--- config.mk ---
export PLATFORM = sky130hd
export DESIGN_NAME = regfile32x32
export DESIGN_NICKNAME = d
export VERILOG_FILES = /design/src/rtl/regfile32x32.sv
export SDC_FILE = /design/constraint.sdc
export NUM_CORES = 2
export LEC_CHECK = 0
export BUFFER_PORTS_ARGS = -buffer_cell sky130_fd_sc_hd__buf_2
export CAP_MARGIN = 30
export CORE_UTILIZATION = 45
export DETAILED_ROUTE_END_ITERATION = 7
export PLACE_DENSITY = 0.67
export SLEW_MARGIN = 40
export SYNTH_ARGS = -nofsm -noshare
export SYNTH_HDL_FRONTEND = slang
export SYNTH_SLANG_ARGS = --single-unit
--- constraint.sdc ---
create_clock -name CLK -period 3.1 [get_ports CLK]
set_input_delay 0 -clock CLK [delete_from_list [all_inputs] [get_ports CLK]]
set_output_delay 0 -clock CLK [all_outputs]
set_load 0.005 [all_outputs]
--- src/rtl/regfile32x32.sv ---
// 32 x WIDTH general-purpose register file: one synchronous write port, two
// forwarding combinational read ports, one raw debug read port, write counter.
module regfile32x32 #(
  parameter int WIDTH    = 32,
  parameter bit ZERO_REG = 1'b1
) (
  input  logic             CLK,
  input  logic             RST,
  input  logic             WE,
  input  logic [4:0]       WA,
  input  logic [WIDTH-1:0] WD,
  input  logic [4:0]       RA1,
  input  logic [4:0]       RA2,
  input  logic [4:0]       DA,
  output logic [WIDTH-1:0] RD1,
  output logic [WIDTH-1:0] RD2,
  output logic [WIDTH-1:0] DD,
  output logic [31:0]      WCNT
);

  logic [WIDTH-1:0] r_reg [32];
  logic [31:0]      wcnt_reg;
  logic [31:0]      wsel;
  logic             commit;
  logic             fwd1;
  logic             fwd2;

  // A write to the hardwired zero register is not a commit: no store, no count, no forward.
  assign commit = !RST && WE && !(ZERO_REG && (WA == 5'd0));
  assign fwd1   = commit && (WA == RA1);
  assign fwd2   = commit && (WA == RA2);

  generate
    for (genvar gi = 0; gi < 32; gi++) begin : g_dec
      assign wsel[gi] = commit && (WA == 5'(gi));
    end
  endgenerate

  always_ff @(posedge CLK) begin
    if (RST) begin
      for (int i = 0; i < 32; i++) begin
        r_reg[i] <= '0;
      end
      wcnt_reg <= '0;
    end else begin
      for (int i = 0; i < 32; i++) begin
        if (wsel[i]) begin
          r_reg[i] <= WD;
        end
      end
      if (commit) begin
        wcnt_reg <= wcnt_reg + 32'd1;
      end
    end
  end

  always_comb begin
    RD1 = r_reg[RA1];
    if (fwd1) begin
      RD1 = WD;
    end
    if (ZERO_REG && (RA1 == 5'd0)) begin
      RD1 = '0;
    end
  end

  always_comb begin
    RD2 = r_reg[RA2];
    if (fwd2) begin
      RD2 = WD;
    end
    if (ZERO_REG && (RA2 == 5'd0)) begin
      RD2 = '0;
    end
  end

  always_comb begin
    DD = r_reg[DA];
    if (ZERO_REG && (DA == 5'd0)) begin
      DD = '0;
    end
  end

  assign WCNT = wcnt_reg;

endmodule

## Word level (Yosys, flattened, before mapping)

Memory sizes are Yosys's and may differ from the RTL's.
Index checks and enable logic that the tools add are counted.
Widths: inputs -> output; s select.

- Add/subtract/negate cells: 1
- Eq/ne operators: 33
- Mux-type cells: 135
- Bitwise logic cells: 32
- Reductions and logical operators: 42

Operator list:

| kind | number |
|---|---|
| $mux 32 | 37 |
| $mux 1 | 98 |
| $eq 5x5->1 const B | 16 |
| $eq 5x4->1 const B | 8 |
| $logic_and 1x1->1 | 36 |
| $add 32x1->32 const B | 1 |
| $or 1x1->1 | 32 |
| $eq 5x3->1 const B | 4 |
| $logic_not 5->1 | 4 |
| $eq 5x2->1 const B | 2 |
| $eq 5x5->1 | 2 |
| $eq 5x1->1 const B | 1 |
| $logic_not 1->1 | 2 |

- Register bits: 32
- Bits in writable memories: 1024
- Output and inout bits: 128
- Logic and storage cells: 245
- Memories: 1

Memories:

| name | depth | width | rd ports | clocked after memory_dff | write ports | line | text |
|---|---|---|---|---|---|---|---|
| r_reg | 32 | 32 | 3 | 0 | 32 | 21 | `logic [WIDTH-1:0] r_reg [32];` |

## Longest topological paths before layout

- Word-level depth: 8
- Gate-level depth with buffers: 10

## Least setup slack after synthesis

No wires, ideal clock.

- Path kind: input -> register
- Start: input RST
- End: memory r_reg[18][0], enable pin
- Data arrival time: 2262 ps
- Data required time: 2672 ps
- Setup slack: 410 ps
- Cell stages on the path: 4
- Buffers on the path: 1
- Cell sequence: clkbuf_1 -> nor2_1 -> nand4b_1 -> o21bai_1

RTL lines:

| item | line | text |
|---|---|---|
| start: declaration | 8 | `input logic RST,` |
| end: declaration | 21 |  |

==> impl_summary.txt <==
----------------------------------------------------
[Run status]
  Status ... finished clean

[Routing]
  Detailed-route wire length per cell ... roughly 39 µm
  Mean number of vias per cell ... about 7.2
  Number of DRC markers in iteration 0 ... about 7400
  Final Routed Wirelength ... roughly 230000 µm
  DRC ... 0
  Via count ... roughly 43000
  Count of TritonRoute iterations in the first routing pass ... 6
  Count of antenna-violating nets left after detailed routing ... 0

[Clocking]
  Number of buffers on the longest clock path ... 3
  Number of sinks handled by clock tree synthesis ... between 1000 and 1500
  Cell at the root of the clock tree ... clkbuf_16
  Number of buffers created by CTS ... 112
  TritonCTS clock tree ... yes
  Clock latency of the later-clocked register in the worst-skew pair ... about 750 ps
  Clock transition at the registers of the reported paths ... roughly 60 ps
  H-tree lvl count ... 3

[Synth]
  Post-synthesis sequential element count ... 1056
  Count of flip-flops with a built-in enable after synthesis ... 1024
  Mean Syn Cell Area ... around 16 µm²
  Most instantiated flip-flop cell in the synthesis netlist ... edfxtp_1
  Largest area contributor in the netlist ... edfxtp_1
  Number of library cell types mapped by synthesis ... 64
  Synth async-reset ratio ... 0%
  Cell area after synthesis ... 0.0618 mm²
  Synth Instances ... ~3800
  Seq/Total Area, Yosys ... approximately half
  Synth Warn # ... 0
  Area share of the largest cell type after synthesis ... between 40% and 50%
  Largest cells by area after synthesis ... edfxtp_1 (50%), mux4_2 (30%), and2_1 (5.1%)

[Setup path]
  Slowest cell on the critical path ... mux4_2
  Worst EP required ... a little over 3000 ps
  CP cell instances ... mux4_2 > mux4_2 > a32oi_1 > buf_4 > o21ai_0 > buf_2
  Type of element capturing the critical path ... output pin
  Worst endpoint data arrival time ... roughly 3100 ps
  Maximum net fanout on the critical path ... 3
  Family with the most delay on the worst path ... multiplexers
  Largest incremental delay on the critical path ... 540 ps
  Type of element launching the critical path ... flop
  Crit path buffers/inverters ... 2
  Most frequent CP cell ... mux4_2
  Critical path start-end classification ... flop to output pin

[Final layout]
  Area of the multi-input gates ... approximately 0.029 mm²
  Layout Cell Area excl Fill ... 0.0705 mm²
  Layout Area Growth over Synthesis ... 14.2%
  Share of cells above drive strength 1 ... 37.6%
  Total number of nets in the final design ... 4107
  Filler cells ... 11100
  Flip-flop count of the largest register after layout ... between 1000 and 1500
  Area used by sequential logic in the layout ... about 0.031 mm²

[STA]
  Max Freq ... approximately 0.33 GHz
  Final Hold Violating Endpoints ... 0
  Total negative setup slack ... 0 ps
  Unrepaired setup endpoints after global routing ... false
  Final number of max-transition violations ... 0
  Slew of the pin with the lowest slew margin ... 960 ps
  # setup viols final ... 0
  Clock Skews ... approximately 8.6 ps
  Remaining max-slew budget at the tightest pin ... between 30% and 40%
  Final critical path time including I/O delays and setup ... approximately 3100 ps
  Post-route clock period utilization ... around 99%

[Floorplanning]
  Initial standard-cell utilization of the core ... 45.5%
  Die boundary width ... roughly 370 µm
  Die Y ... ~370 µm
  Number of core rows ... ~140
  Area enclosed by the die boundary ... 0.139 mm²
  Core outline area ... ~0.14 mm²
  I/O pin total ... 183

[Flow run]
  Number of violations of the max-capacitance limit ... 0

[Worst hold path]
  Worst min-delay path category ... input pin to flop

[Placed design]
  Placed Area ... approximately 0.066 mm²
  Final HPWL DP ... between 100000 and 150000 µm
  # port buffers ... about 180
  Placer Congestion ... 0.934

[Power and ir drop]
  Worst-case vdd ir drop ... around 0.5 mV
  Leakage power figure ... 24.1 nW
  PD cells ... approximately 530 mW/mm²

[GRT]
  Largest net degree at the start of global routing ... 65
  Residual overflow from global routing ... 0
  Wire length of the first global-routing pass ... 319000 µm
  Number of antenna violations at the first check in global routing ... 18
  Vias in the first global route ... slightly above 40000
  All-Layer GR Usage ... approximately 33%

----------------------------------------------------
routing by layer:
metal	wire length [µm]	vias to the layer above	global-route usage, %
met4	11400	12	14.3
li1	-	16100	-
met3	34500	684	10.7
met5	69	-	0
met2	102000	3726	49.0
met1	80700	22200	44.6
layout make-up:
class	count	share of cell area (%)
Antenna cell	5	0.0177
Clock buffer	132	4.21
Clock inverter	69	0.919
Inverter	47	0.254
Multi-Input combinational cell	2347	40.8
Sequential cell	1056	44.5
Tap cell	1781	3.16
Timing Repair Buffer	487	6.12
path summary, 6_finish.rpt:
| check | start | to | slack [ps] | cells after the start |
|---|---|---|---|---|
| max | r_reg[31][31] | RD2[31] | 30 | 6 |
| min | WA[1] | r_reg[27][28] | 40 | 2 |
| max reg2reg | WCNT[1] | WCNT[28] | 710 | 7 |
| min reg2reg | WCNT[26] | WCNT[26] | 520 | 2 |
synthesized netlist by cell type, drive strengths merged (15+ instances only):
cell type and instances:
a21oi 23, dfxtp 32, and2 501, mux2 31
a221o 31, a211o 15, o22ai 43, mux4 826
inv 43, nand2 169, a32oi 24, mux2i 150
or2 20, nor2 69, clkbuf 260, nor3 67
buf 155, xnor2 22, edfxtp 1024, a221oi 36
nand3 47, nor2b 44, o21ai 71
through the flow:
stage | utilization [%] | hold slack [ps] | setup WS [ps] | std cells | total power [W]
after floorplan | - | 122 | 410 | 3865 | 0.0213
after global placement | 48.9 | 402 | -112 | 5677 | 0.0239
after detailed placement | 48.9 | 404 | 265 | 5678 | 0.0240
after CTS | 51.9 | 4.48 | 32.8 | 5919 | 0.0374
after global routing | 51.9 | 22.6 | 19.4 | 5919 | 0.0384
final | 51.9 | 37.3 | 28.5 | 5924 | 0.0375
cells in the final DEF, fill, tap and decap left out, drive strengths merged, types with 12 or more instances in the layout:
cell type and count:
dfxtp 32, xor2 12, nand2 169, a221o 31, mux4 826, o21ai 71
o22ai 43, dlygate4sd3 38, a32oi 24, xnor2 22, buf 449, nor2 69
clkinv 52, nor2b 44, mux2i 150, mux2 31, clkbuf 132, nor3 67
a211o 15, edfxtp 1024, a21oi 23, inv 50, nand3 47, and2 501
or2 20, conb 32, a221oi 36
cells by family (layout without fill, tap and decap cells):
kind of cell               Yosys count  count (layout)  share of synthesized area [%]
and+or+nand+nor                    971             971                           8.72
DFF                               1056            1056                           50.8
adders and majority gates            1               1                         0.0203
muxes                             1007            1007                           33.1
other                                1              37                        0.00607
xor gates and xnor gates            34              34                          0.482
AOI/OAI and AO/OA                  302             302                           3.54
buffers and inverters              462             735                           3.30
what timing repair did:
| action | in CTS | in global routing |
|---|---|---|
| buffers inserted | 0 | 0 |
| resized for setup | 0 | 1 |
| hold buffers | 40 | 0 |
| hold endpoints to repair | 763 | 0 |
| endpoints found under the setup margin | 0 | 1 |
report_power, final:
part	internal [W]	switching, W	total, W
registers	0.0167	0.000678	0.0174
clock network	0.00772	0.00589	0.0136
logic	0.00307	0.00351	0.00658
total	0.0275	0.0101	0.0375
No activity file was read; power rests on OpenSTA's default activity.
